$ cat config.mk
export PLATFORM = sky130hd
export DESIGN_NAME = mem_ctrl
export DESIGN_NICKNAME = d
export VERILOG_FILES = /design/src/rtl/mem_ctrl_pkg.sv /design/src/rtl/mem_ctrl.sv
export SDC_FILE = /design/constraint.sdc
export NUM_CORES = 1
export LEC_CHECK = 0
export ABC_AREA = 1
export CAP_MARGIN = 20
export CORE_MARGIN = 5
export CORE_UTILIZATION = 49
export DETAILED_ROUTE_END_ITERATION = 7
export MAX_ROUTING_LAYER = met4
export PLACE_DENSITY = 0.77
export SLEW_MARGIN = 30
export SYNTH_ARGS = -nofsm -noshare
export SYNTH_HDL_FRONTEND = slang
export SYNTH_SLANG_ARGS = --single-unit
$ cat constraint.sdc
create_clock -name clk -period 2.1 [get_ports clk]
set_input_delay 0.42 -clock clk [delete_from_list [all_inputs] [get_ports clk]]
set_output_delay 0.42 -clock clk [all_outputs]
set_load 0.005 [all_outputs]
$ cat src/rtl/mem_ctrl_pkg.sv
// Shared widths, encodings and helpers for the byte-serial memory controller.
package mem_ctrl_pkg;

  localparam int DAT_W = 32;

  // addr[17:16] value that marks a memory-mapped IO location
  localparam logic [1:0] IO_PREFIX_DEF = 2'b11;

  typedef enum logic [1:0] {
    LEN_B = 2'd0,
    LEN_H = 2'd1,
    LEN_W = 2'd2
  } len_e;

  typedef enum logic [1:0] {
    MC_IDLE  = 2'd0,
    MC_READ  = 2'd1,
    MC_WRITE = 2'd2
  } mc_state_e;

  // Index of the last byte of an access; the unused encoding 3 behaves as a word.
  function automatic logic [1:0] len_last(input logic [1:0] len);
    case (len_e'(len))
      LEN_B:   return 2'd0;
      LEN_H:   return 2'd1;
      default: return 2'd3;
    endcase
  endfunction

endpackage

$ cat src/rtl/mem_ctrl.sv
// Byte-serial memory controller shared by the instruction cache and the
// load/store buffer. One access is in flight at a time; requests arriving
// while busy are parked in per-client pending registers.
//
// state    | meaning
// MC_IDLE  | no access in flight, choose LSB first, then instruction fetch
// MC_READ  | issuing addresses and collecting bytes (RAM has 1-cycle latency)
// MC_WRITE | driving one byte per cycle, held while the IO buffer is full
module mem_ctrl
  import mem_ctrl_pkg::*;
#(
  parameter logic [1:0] IO_PREFIX = IO_PREFIX_DEF
) (
  input  logic             clk,
  input  logic             rst,
  input  logic             en,
  input  logic             ic_en_i,
  input  logic [DAT_W-1:0] ic_pc_i,
  output logic             ic_en_o,
  output logic [DAT_W-1:0] ic_ins_o,
  input  logic             ls_en_i,
  input  logic             ls_wr_i,
  input  logic [1:0]       ls_len_i,
  input  logic [DAT_W-1:0] ls_addr_i,
  input  logic [DAT_W-1:0] ls_data_i,
  output logic             ls_en_o,
  output logic [DAT_W-1:0] ls_data_o,
  input  logic             br_flag,
  input  logic [7:0]       mem_din_i,
  output logic [7:0]       mem_dout_o,
  output logic [DAT_W-1:0] mem_a_o,
  output logic             mem_wr_o,
  input  logic             io_buffer_full_i
);

  mc_state_e state_q, state_d;

  logic             ic_pend, ls_pend;
  logic [DAT_W-1:0] ic_pc;
  logic             ls_wr;
  logic [1:0]       ls_len;
  logic [DAT_W-1:0] ls_addr, ls_data;

  logic             op_ic;
  logic [1:0]       op_last;
  logic [2:0]       cnt;
  logic [DAT_W-1:0] wdata, rbuf, rfull;

  logic             ls_req, ic_req, req_wr;
  logic [1:0]       req_len;
  logic [DAT_W-1:0] req_addr, req_data, req_pc;
  logic             stall;
  logic             take_ls, take_ic, rd_adv, rd_done, wr_adv, wr_done, abort;

  // A pulse arriving while idle is served on the same edge, so the request
  // fields come straight from the ports when the pulse is present.
  assign ls_req   = ls_pend | ls_en_i;
  assign req_wr   = ls_en_i ? ls_wr_i   : ls_wr;
  assign req_len  = ls_en_i ? ls_len_i  : ls_len;
  assign req_addr = ls_en_i ? ls_addr_i : ls_addr;
  assign req_data = ls_en_i ? ls_data_i : ls_data;
  assign ic_req   = (ic_pend | ic_en_i) & ~br_flag;
  assign req_pc   = ic_en_i ? ic_pc_i : ic_pc;

  assign stall    = (mem_a_o[17:16] == IO_PREFIX) & io_buffer_full_i;
  assign mem_wr_o = en & (state_q == MC_WRITE) & ~stall;

  // Read buffer with the byte arriving this cycle merged in at slot cnt-1.
  always_comb begin
    rfull = rbuf;
    rfull[{cnt[1:0] - 2'd1, 3'b000} +: 8] = mem_din_i;
  end

  // Next-state and per-edge action decode.
  always_comb begin
    state_d = state_q;
    take_ls = 1'b0;
    take_ic = 1'b0;
    rd_adv  = 1'b0;
    rd_done = 1'b0;
    wr_adv  = 1'b0;
    wr_done = 1'b0;
    abort   = 1'b0;
    case (state_q)
      MC_IDLE: begin
        if (ls_req) begin
          take_ls = 1'b1;
          state_d = req_wr ? MC_WRITE : MC_READ;
        end else if (ic_req) begin
          take_ic = 1'b1;
          state_d = MC_READ;
        end
      end
      MC_READ: begin
        if (op_ic && br_flag) begin
          abort   = 1'b1;
          state_d = MC_IDLE;
        end else if (cnt == {1'b0, op_last} + 3'd1) begin
          rd_done = 1'b1;
          state_d = MC_IDLE;
        end else begin
          rd_adv = 1'b1;
        end
      end
      MC_WRITE: begin
        if (!stall) begin
          if (cnt == {1'b0, op_last}) begin
            wr_done = 1'b1;
            state_d = MC_IDLE;
          end else begin
            wr_adv = 1'b1;
          end
        end
      end
      default: state_d = MC_IDLE;
    endcase
  end

  // State register.
  always_ff @(posedge clk) begin
    if (rst) state_q <= MC_IDLE;
    else if (en) state_q <= state_d;
  end

  // Request capture, byte sequencing and response registers.
  always_ff @(posedge clk) begin
    if (rst) begin
      ic_pend    <= 1'b0;
      ls_pend    <= 1'b0;
      ic_pc      <= '0;
      ls_wr      <= 1'b0;
      ls_len     <= '0;
      ls_addr    <= '0;
      ls_data    <= '0;
      op_ic      <= 1'b0;
      op_last    <= '0;
      cnt        <= '0;
      wdata      <= '0;
      rbuf       <= '0;
      mem_a_o    <= '0;
      mem_dout_o <= '0;
      ic_en_o    <= 1'b0;
      ic_ins_o   <= '0;
      ls_en_o    <= 1'b0;
      ls_data_o  <= '0;
    end else if (en) begin
      ic_en_o <= 1'b0;
      ls_en_o <= 1'b0;

      if (ls_en_i) begin
        ls_wr   <= ls_wr_i;
        ls_len  <= ls_len_i;
        ls_addr <= ls_addr_i;
        ls_data <= ls_data_i;
      end
      if (ic_en_i) ic_pc <= ic_pc_i;

      if (take_ls)      ls_pend <= 1'b0;
      else if (ls_en_i) ls_pend <= 1'b1;

      // A flush also kills a fetch pulse sampled on the same edge.
      if (br_flag || take_ic) ic_pend <= 1'b0;
      else if (ic_en_i)       ic_pend <= 1'b1;

      if (take_ls) begin
        op_ic      <= 1'b0;
        op_last    <= len_last(req_len);
        cnt        <= '0;
        rbuf       <= '0;
        mem_a_o    <= req_addr;
        wdata      <= req_data;
        mem_dout_o <= req_data[7:0];
      end
      if (take_ic) begin
        op_ic   <= 1'b1;
        op_last <= 2'd3;
        cnt     <= '0;
        rbuf    <= '0;
        mem_a_o <= req_pc;
      end

      if (rd_adv) begin
        cnt <= cnt + 3'd1;
        if (cnt != 3'd0) rbuf <= rfull;
        if (cnt < {1'b0, op_last}) mem_a_o <= mem_a_o + 32'd1;
      end
      if (rd_done) begin
        if (op_ic) begin
          ic_ins_o <= rfull;
          ic_en_o  <= 1'b1;
        end else begin
          ls_data_o <= rfull;
          ls_en_o   <= 1'b1;
        end
      end

      if (wr_adv) begin
        cnt        <= cnt + 3'd1;
        mem_a_o    <= mem_a_o + 32'd1;
        wdata      <= wdata >> 8;
        mem_dout_o <= wdata[15:8];
      end
      if (wr_done) ls_en_o <= 1'b1;
    end
  end

endmodule

==> Implementation_results.wiki, run 1 <==
{| class="wikitable"
! Metric !! Value
|-
| Fin crit share || 0.974
|-
| Flop and latch count out of synthesis || roughly 270
|-
| Initial Utilization || 0.498
|-
| Max-Slew Margin vs Limit || 0.646
|-
| Number of port buffers || between 200 and 250
|-
| Number of design rule violations left after detail routing || 0
|-
| Final WL || around 43000 um
|-
| CTS tree || done
|-
| CP Capture Point || mem_wr_o
|-
| Worst path top cell family by delay || buffers and inverters
|-
| Number of endpoints with negative hold slack in the final report || 0
|-
| Cells on Worst Hold Path || 3
|-
| Reg2reg setup slack || roughly 0.10 ns
|-
| CP bufs+invs || 4
|-
| Hold Crit Class || input pin to flip-flop
|-
| Max Clock Freq || slightly below 500 MHz
|-
| Die extent in x || 176 um
|-
| Clock net sink count || roughly 270
|-
| Synth Area in XOR/XNOR || 0.00913
|-
| Final total power || 14.0 mW
|-
| Fraction of power consumed by combinational cells || 0.193
|-
| Floorplan row count || 60
|-
| Synth Area in Simple Gates || 0.297
|-
| Avg WL per Cell || 16.4 um
|-
| Number of vias in the routed layout || ~14000
|-
| Mux share of post-synthesis cell area || 0
|-
| Largest net degree at the start of global routing || around 110
|-
| Arrival time worst endpoint || 1.63 ns
|-
| Req. time, crit path || between 1.5 and 2 ns
|-
| Worst R2R Start || mem_a_o[0]
|-
| Total setup violations reported at the end of the flow || 0
|-
| Maximum buffer depth of the clock tree || 3
|-
| Netlist cell types || 39
|-
| Number of cell instances on the worst register-to-register path || 10
|-
| Number of antenna violations at the first check in global routing || 1
|-
| Via count of the first global-routing pass || roughly 13000
|-
| Largest family of logic cells by synthesized area || simple AND/OR/NAND/NOR gates
|-
| Final global-route overflow total || 0
|-
| Worst Hold Margin || ~0.37 ns
|-
| Synth Area in Adders || 0.00932
|-
| Result of the run || finished, final reports clean
|-
| MaxCap Viol Count || 0
|-
| Cell area after layout || 17300 um2
|-
| Post-Syn Area per Cell || about 6.6 um2
|-
| Wire length of the first global-routing pass || 67800 um
|-
| Die Y || roughly 180 um
|-
| Synthesized Nets || about 2200
|-
| Post-Syn Instances || roughly 2000
|-
| Final slew viol count || 0
|-
| Top cell by count, worst path || sky130_fd_sc_hd__inv_2
|-
| Actual transition at the worst max-transition pin || approximately 0.53 ns
|-
| Critical Path Source || state_q[1]
|-
| Buffer type at the clock tree root || sky130_fd_sc_hd__clkbuf_16
|-
| Final-stage net count || roughly 2400
|-
| Die area || just over 30000 um2
|-
| Total CTS buffers || 28
|-
| Worst r2r dst || mem_a_o[20]
|-
| Largest stage delay on the critical path || 0.33 ns
|-
| Internal power contribution || roughly 10 mW
|-
| Final Critical Period || ~2.0 ns
|-
| Cell area power density || between 800 and 900 nW/um2
|-
| Clock transition time at the flip-flop clock pins of the worst setup and hold paths || around 0.060 ns
|-
| Standard cell area after detailed placement || 16200 um2
|-
| Number of antenna-violating nets in the routed design || 0
|-
| Sw frac || 0.280
|-
| Final worst clock skew || roughly 0.011 ns
|-
| Layout Area Growth over Synthesis || 29.0%
|-
| Cell with the biggest individual delay on the critical path || sky130_fd_sc_hd__dfxtp_2
|-
| Quantity of hold-fixing buffers added after cts || 0
|-
| Vias per cell || approximately 5.5
|-
| Part of the total power dissipated in the clock network || 0.400
|-
| Critical path class || flip-flop to primary output
|-
| TritonRoute pass-1 iters || 7
|-
| Cells along the critical path || inv_2, nor2_4, inv_2, nor3_4, buf_4, dlygate4sd2_1
|-
| Share of the synthesized area in compound gates (AO/OA/AOI/OAI) || 0.189
|-
| Portion of the post-synthesis area used by sequential elements || 0.404
|-
| Pleak || between 6 and 7 nW
|-
| Hpwl dp || approximately 29000 um
|-
| Initial DRC Count || 1332
|-
| Sort of element at the end of the critical path || primary output
|-
| Setup repair after global routing missed its margin || yes
|-
| Top Ports || roughly 220
|-
| Reported net switching power || 3.91 mW
|-
| Global-route usage over all layers || 0.271
|-
| Sequential cell fraction of total power || 0.407
|-
| Final Wtd Congestion || about 0.92
|-
| Warning count from the yosys run || 0
|-
| Worst setup SP type || flip-flop
|-
| Peak ir drop on the vdd network || 0.591 mV
|-
| Standard cell core area || approximately 27000 um2
|-
| Latest clock arrival within the worst-skew pair || between 0.5 and 0.6 ns
|-
| Cell Area, Synth || between 10000 and 15000 um2
|-
| CTS HTree Levels || 1
|-
| Largest fanout on the critical path || 3
|-
| Share of cells above drive strength 1 || 0.0815
|-
| Instance count on the critical path || 6
|}
flip-flops by register name, indices dropped and copies added, names as in the netlist, 3 cells and up:
signal	flops
ls_data_o	32
mem_dout_o	7
ls_data	32
ls_addr	32
ic_pc	32
ic_ins_o	32
mem_a_o	32
wdata	25
rbuf	32
cnt	3
placed cells by master (no fill, tap or decap), types with 19 or more instances in the layout:
master / synthesis / layout
sky130_fd_sc_hd__clkdlybuf4s50_1: 0 / 216
sky130_fd_sc_hd__nand2_1: 615 / 613
sky130_fd_sc_hd__nor2_1: 209 / 208
sky130_fd_sc_hd__nand3_1: 109 / 108
sky130_fd_sc_hd__o21ai_1: 5 / 21
sky130_fd_sc_hd__a31oi_1: 26 / 26
sky130_fd_sc_hd__o21ai_0: 235 / 218
sky130_fd_sc_hd__inv_1: 137 / 133
sky130_fd_sc_hd__buf_12: 0 / 19
sky130_fd_sc_hd__clkbuf_16: 0 / 30
sky130_fd_sc_hd__o211ai_1: 23 / 23
sky130_fd_sc_hd__dfxtp_1: 271 / 268
sky130_fd_sc_hd__a21oi_1: 180 / 180
sky130_fd_sc_hd__buf_4: 12 / 61
final cells by class:
cell class | count | area [um2]
fill | 2382 | 9620
multi-input combinational | 1488 | 6810
sequential | 271 | 5430
timing repair buffer | 300 | 3040
clock buffer | 37 | 826
inverter | 150 | 567
tap | 341 | 427
clock inverter | 13 | 223
antenna | 1 | 2.50
cells by family (layout without fill, tap and decap cells):
logic type | count (synthesis) | in the layout
AO/OA/AOI/OAI | 483 | 483
flip-flops | 271 | 271
adder cells (fa/ha/maj) | 10 | 10
XOR/XNOR | 14 | 14
buffers and inverters | 286 | 500
AND/OR/NAND/NOR | 981 | 981
other | 0 | 1
how the worst min path moves through the flow:
stage | from | slack (ns) | endpoint
floorplan | ic_pc[10] | 0.42 | ic_pc[10]
global placement | ic_ins_o[28] | 0.43 | ic_ins_o[28]
detailed placement | ic_ins_o[28] | 0.44 | ic_ins_o[28]
CTS | en | 0.36 | ls_pend
global route | ls_en_i | 0.39 | op_last[0]
finish | en | 0.37 | ls_pend
power groups by stage:
stage / sequential, mW / clock (mW) / combinational (mW)
floorplan: 5.75 / 0 / 1.59
global placement: 5.78 / 0 / 2.54
detailed placement: 5.79 / 0 / 2.60
CTS: 5.68 / 5.63 / 2.64
global route: 5.72 / 5.85 / 2.98
finish: 5.69 / 5.59 / 2.70
routing by layer:
layer | global-route usage | share of wire | vias to the layer above
li1 | - | - | 6978
met1 | 0.355 | 0.42 | 6490
met2 | 0.423 | 0.46 | 631
met3 | 0.0323 | 0.077 | 117
met4 | 0.122 | 0.049 | 0
met5 | - | 0 | -
synth_stat cells (all sizes together):
| cell type | count | area [um2] |
|---|---|---|
| buf | 64 | 399 |
| nor2 | 219 | 862 |
| nand2 | 622 | 2360 |
| nor3 | 4 | 20.0 |
| o21ai | 241 | 1210 |
| or2 | 9 | 56.3 |
| xor2 | 12 | 105 |
| xnor2 | 2 | 17.5 |
| o22ai | 8 | 50.1 |
| a21oi | 180 | 901 |
| o21bai | 1 | 7.51 |
| inv | 145 | 547 |
| nand3b | 8 | 60.1 |
| o21a | 1 | 7.51 |
| a31oi | 26 | 163 |
| ha | 10 | 125 |
| o211ai | 23 | 173 |
| nand3 | 113 | 593 |
| nand2b | 1 | 6.26 |
| a221oi | 1 | 8.76 |
| dfxtp | 271 | 5430 |
| clkinv | 5 | 18.8 |
| nand4 | 5 | 31.3 |
| clkbuf | 72 | 273 |
| a211oi | 2 | 15.0 |
timing repair:
item / CTS / global route
gates cloned: 0 / 1
setup endpoints to repair: 1 / 39
gates resized for setup: 5 / 24
setup buffers: 1 / 4
pin swaps: 0 / 3
metrics by stage:
stage | cells | setup WS, ns | TNS, ns | utilization
finish | 2601 | 0.0536 | 0 | 0.643
global route | 2601 | -0.0664 | -0.326 | 0.643
CTS | 2595 | 0.0322 | 0 | 0.640
detailed placement | 2544 | -0.165 | -5.40 | 0.600
global placement | 2544 | -0.211 | -1.91 | 0.600
floorplan | 2045 | 0.123 | 0 | -
worst reg2reg max path: stages, from the launching register on:
cell and delay (ns):
sky130_fd_sc_hd__dfxtp_1 0.44, sky130_fd_sc_hd__ha_1 0.28, sky130_fd_sc_hd__nand2_1 0.07, sky130_fd_sc_hd__nor2_1 0.20
sky130_fd_sc_hd__nand2_1 0.19, sky130_fd_sc_hd__nor2_1 0.28, sky130_fd_sc_hd__nand2_1 0.08, sky130_fd_sc_hd__nand2_1 0.06
sky130_fd_sc_hd__nand3_1 0.10, sky130_fd_sc_hd__nand3_1 0.09, sky130_fd_sc_hd__a21oi_1 0.07
Power figures use the tool's default switching activity.
==> run 2: changes to the inputs <==
--- a/config.mk
+++ b/config.mk
@@ -9,6 +9,7 @@
 export CAP_MARGIN = 20
 export CORE_MARGIN = 5
 export CORE_UTILIZATION = 49
+export CTS_BUF_LIST = sky130_fd_sc_hd__clkbuf_8 sky130_fd_sc_hd__clkbuf_16
 export DETAILED_ROUTE_END_ITERATION = 7
 export MAX_ROUTING_LAYER = met4
 export PLACE_DENSITY = 0.77
==> run 2 against run 1 <==
Effect of this change:
- setup slack better by 0.0030 ns
- count of clock-buffer cells in the layout is 1 lower
- sequential power hardly changed
- non-clock buffer count stayed put
- critical endpoint unchanged
- routed wire length is 0.19% higher
- die area stayed put
- critical path depth stayed put
- power hardly changed
- largest cell class unchanged
==> Implementation_results.wiki, run 2 (synthesis results as in run 1) <==
{| class="wikitable"
! Metric !! Value
|-
| Most common library cell in the layout ignoring fill and taps || sky130_fd_sc_hd__nand2_1
|-
| Commonest cells after routing, fill and taps aside || sky130_fd_sc_hd__nand2_1, sky130_fd_sc_hd__dfxtp_1, sky130_fd_sc_hd__o21ai_0, sky130_fd_sc_hd__clkdlybuf4s50_1, sky130_fd_sc_hd__nor2_1
|-
| Vias per cell || 5.48 (+0.23%)
|-
| Final Wtd Congestion || 0.916 (unchanged)
|-
| Final Critical Period || 2.04 ns (-0.00301 ns)
|-
| Number of vias in the routed layout || 14200 (+0.23%)
|-
| Largest fanout on the critical path || 3 (unchanged)
|-
| Final WL || 42700 um (+0.19%)
|-
| Sort of element at the end of the critical path || primary output
|-
| TritonRoute pass-1 iters || 7 (unchanged)
|-
| Global-route usage over all layers || 0.271 (unchanged)
|-
| Critical path class || flip-flop to primary output
|-
| Initial DRC Count || 1354 (+1.7%)
|-
| Number of design rule violations left after detail routing || 0 (unchanged)
|-
| Die Y || 176 um (unchanged)
|-
| Share of cells above drive strength 1 || 0.0815 (unchanged)
|-
| Clock transition time at the flip-flop clock pins of the worst setup and hold paths || 0.06 ns (about the same)
|-
| Initial Utilization || 0.498 (unchanged)
|-
| Wire length of the first global-routing pass || 67800 um (unchanged)
|-
| Floorplan row count || 60 (unchanged)
|-
| Top cell by count, worst path || sky130_fd_sc_hd__inv_2
|-
| MaxCap Viol Count || 0 (unchanged)
|-
| Final worst clock skew || 0.0133 ns (+0.00248 ns)
|-
| Number of antenna violations at the first check in global routing || 1 (unchanged)
|-
| Max Clock Freq || 489 MHz (+0.15%)
|-
| Layout Area Growth over Synthesis || 29.0% (unchanged)
|-
| Standard cell area after detailed placement || 16200 um2 (unchanged)
|-
| CTS HTree Levels || 1 (unchanged)
|-
| Die area || 30800 um2 (unchanged)
|-
| Arrival time worst endpoint || 1.62 ns (about the same)
|-
| CTS tree || done
|-
| Hpwl dp || 29200 um (unchanged)
|-
| Result of the run || finished, final reports clean
|-
| Top Ports || 221 (unchanged)
|-
| Pleak || 6.85 nW (about the same)
|-
| Final slew viol count || 0 (unchanged)
|-
| Number of port buffers || 220 (unchanged)
|-
| Fin crit share || 0.973 (-0.00143)
|-
| Cells along the critical path || inv_2, nor2_4, inv_2, nor3_4, buf_4, dlygate4sd2_1
|-
| Largest net degree at the start of global routing || 111 (unchanged)
|-
| Avg WL per Cell || 16.4 um (+0.19%)
|-
| Max-Slew Margin vs Limit || 0.646 (about the same)
|-
| Cell area power density || 806 nW/um2 (about the same)
|-
| Final-stage net count || 2363 (unchanged)
|-
| Cell area after layout || 17300 um2 (unchanged)
|-
| Buffer type at the clock tree root || sky130_fd_sc_hd__clkbuf_16
|-
| Peak ir drop on the vdd network || 0.589 mV (-0.29%)
|-
| Quantity of hold-fixing buffers added after cts || 0 (unchanged)
|-
| Final total power || 14.0 mW (about the same)
|-
| Total CTS buffers || 28 (unchanged)
|-
| Worst setup SP type || flip-flop
|-
| Hold Crit Class || input pin to flip-flop
|-
| Cell with the biggest individual delay on the critical path || sky130_fd_sc_hd__dfxtp_2
|-
| Actual transition at the worst max-transition pin || 0.530 ns (-0.000593 ns)
|-
| Latest clock arrival within the worst-skew pair || 0.54 ns (about the same)
|-
| Number of endpoints with negative hold slack in the final report || 0 (unchanged)
|-
| Count of fill cells added during filler insertion || 2382 (unchanged)
|-
| Setup repair after global routing missed its margin || yes
|-
| Clock net sink count || 271 (unchanged)
|-
| Maximum buffer depth of the clock tree || 3 (unchanged)
|-
| Req. time, crit path || 1.68 ns (about the same)
|-
| Multi-input gate area in the final layout || 6810 um2 (unchanged)
|-
| FF+latch area || 5430 um2 (unchanged)
|-
| Standard cell core area || 27000 um2 (unchanged)
|-
| Die extent in x || 176 um (unchanged)
|-
| Final global-route overflow total || 0 (unchanged)
|-
| Total setup violations reported at the end of the flow || 0 (unchanged)
|-
| Number of antenna-violating nets in the routed design || 0 (unchanged)
|-
| Largest stage delay on the critical path || 0.33 ns (about the same)
|-
| Via count of the first global-routing pass || 13300 (unchanged)
|}
-- run 2: cell types whose count changed in the layout (fill, tap and decap cells not counted), sizes merged --
cell / before / now
clkbuf: 38 / 37
inv: 144 / 145
-- run 2: cell type report --
class                   instances  share of cell area
flip-flops and latches        271               0.313
diodes                          1            0.000144
clock buffers                  36              0.0474
clock inverters                14              0.0131
well taps                     341              0.0246
repair buffers                300               0.176
inverters                     150              0.0327
multi-input cells            1488               0.393
-- run 2: through the flow --
stage                     hold slack [ns]   util  setup WS [ns]  setup TNS (ns)  std cells
final                               0.375  0.643         0.0566               0       2601
after global routing                0.387  0.643        -0.0664          -0.326       2601
after CTS                           0.362  0.640         0.0322               0       2595
after detailed placement            0.435  0.600         -0.165           -5.40       2544
after global placement              0.431  0.600         -0.211           -1.91       2544
after floorplan                     0.424      -          0.123               0       2045
-- run 2: power breakdown --
| part | internal [mW] | total [mW] | switching, mW |
|---|---|---|---|
| clock network | 3.48 | 5.58 | 2.10 |
| registers | 5.45 | 5.69 | 0.236 |
| logic | 1.12 | 2.70 | 1.58 |
-- run 2: metal layers --
layer | vias up | track usage | routed length [um]
met5 | - | - | 0
met4 | 0 | 0.122 | 2070
met3 | 119 | 0.0323 | 3170
met2 | 617 | 0.423 | 19500
met1 | 6532 | 0.355 | 18000
li1 | 6981 | - | -
-- run 2: worst max-delay path, delay by kind of cell (launching register included) --
family | cells | cell delay (ns)
buffers and inverters | 4 | 0.49
flip-flops | 1 | 0.33
AND/OR/NAND/NOR | 2 | 0.27
-- run 2: what timing repair did --
item                       4_1_cts  5_1_grt
gates cloned                     0        1
setup buffers                    1        4
pin swaps                        0        3
setup endpoints to repair        1       39
resized for setup                5       24
-- run 2: worst paths after layout --
check,start,end,slack (ns),cells past startpoint
worst max-delay path,state_q[1],mem_wr_o,0.06,6
worst min-delay path,en,ls_pend,0.38,3
worst max register to register,mem_a_o[0],mem_a_o[20],0.10,10
worst min register to register,ic_ins_o[28],ic_ins_o[28],0.44,2
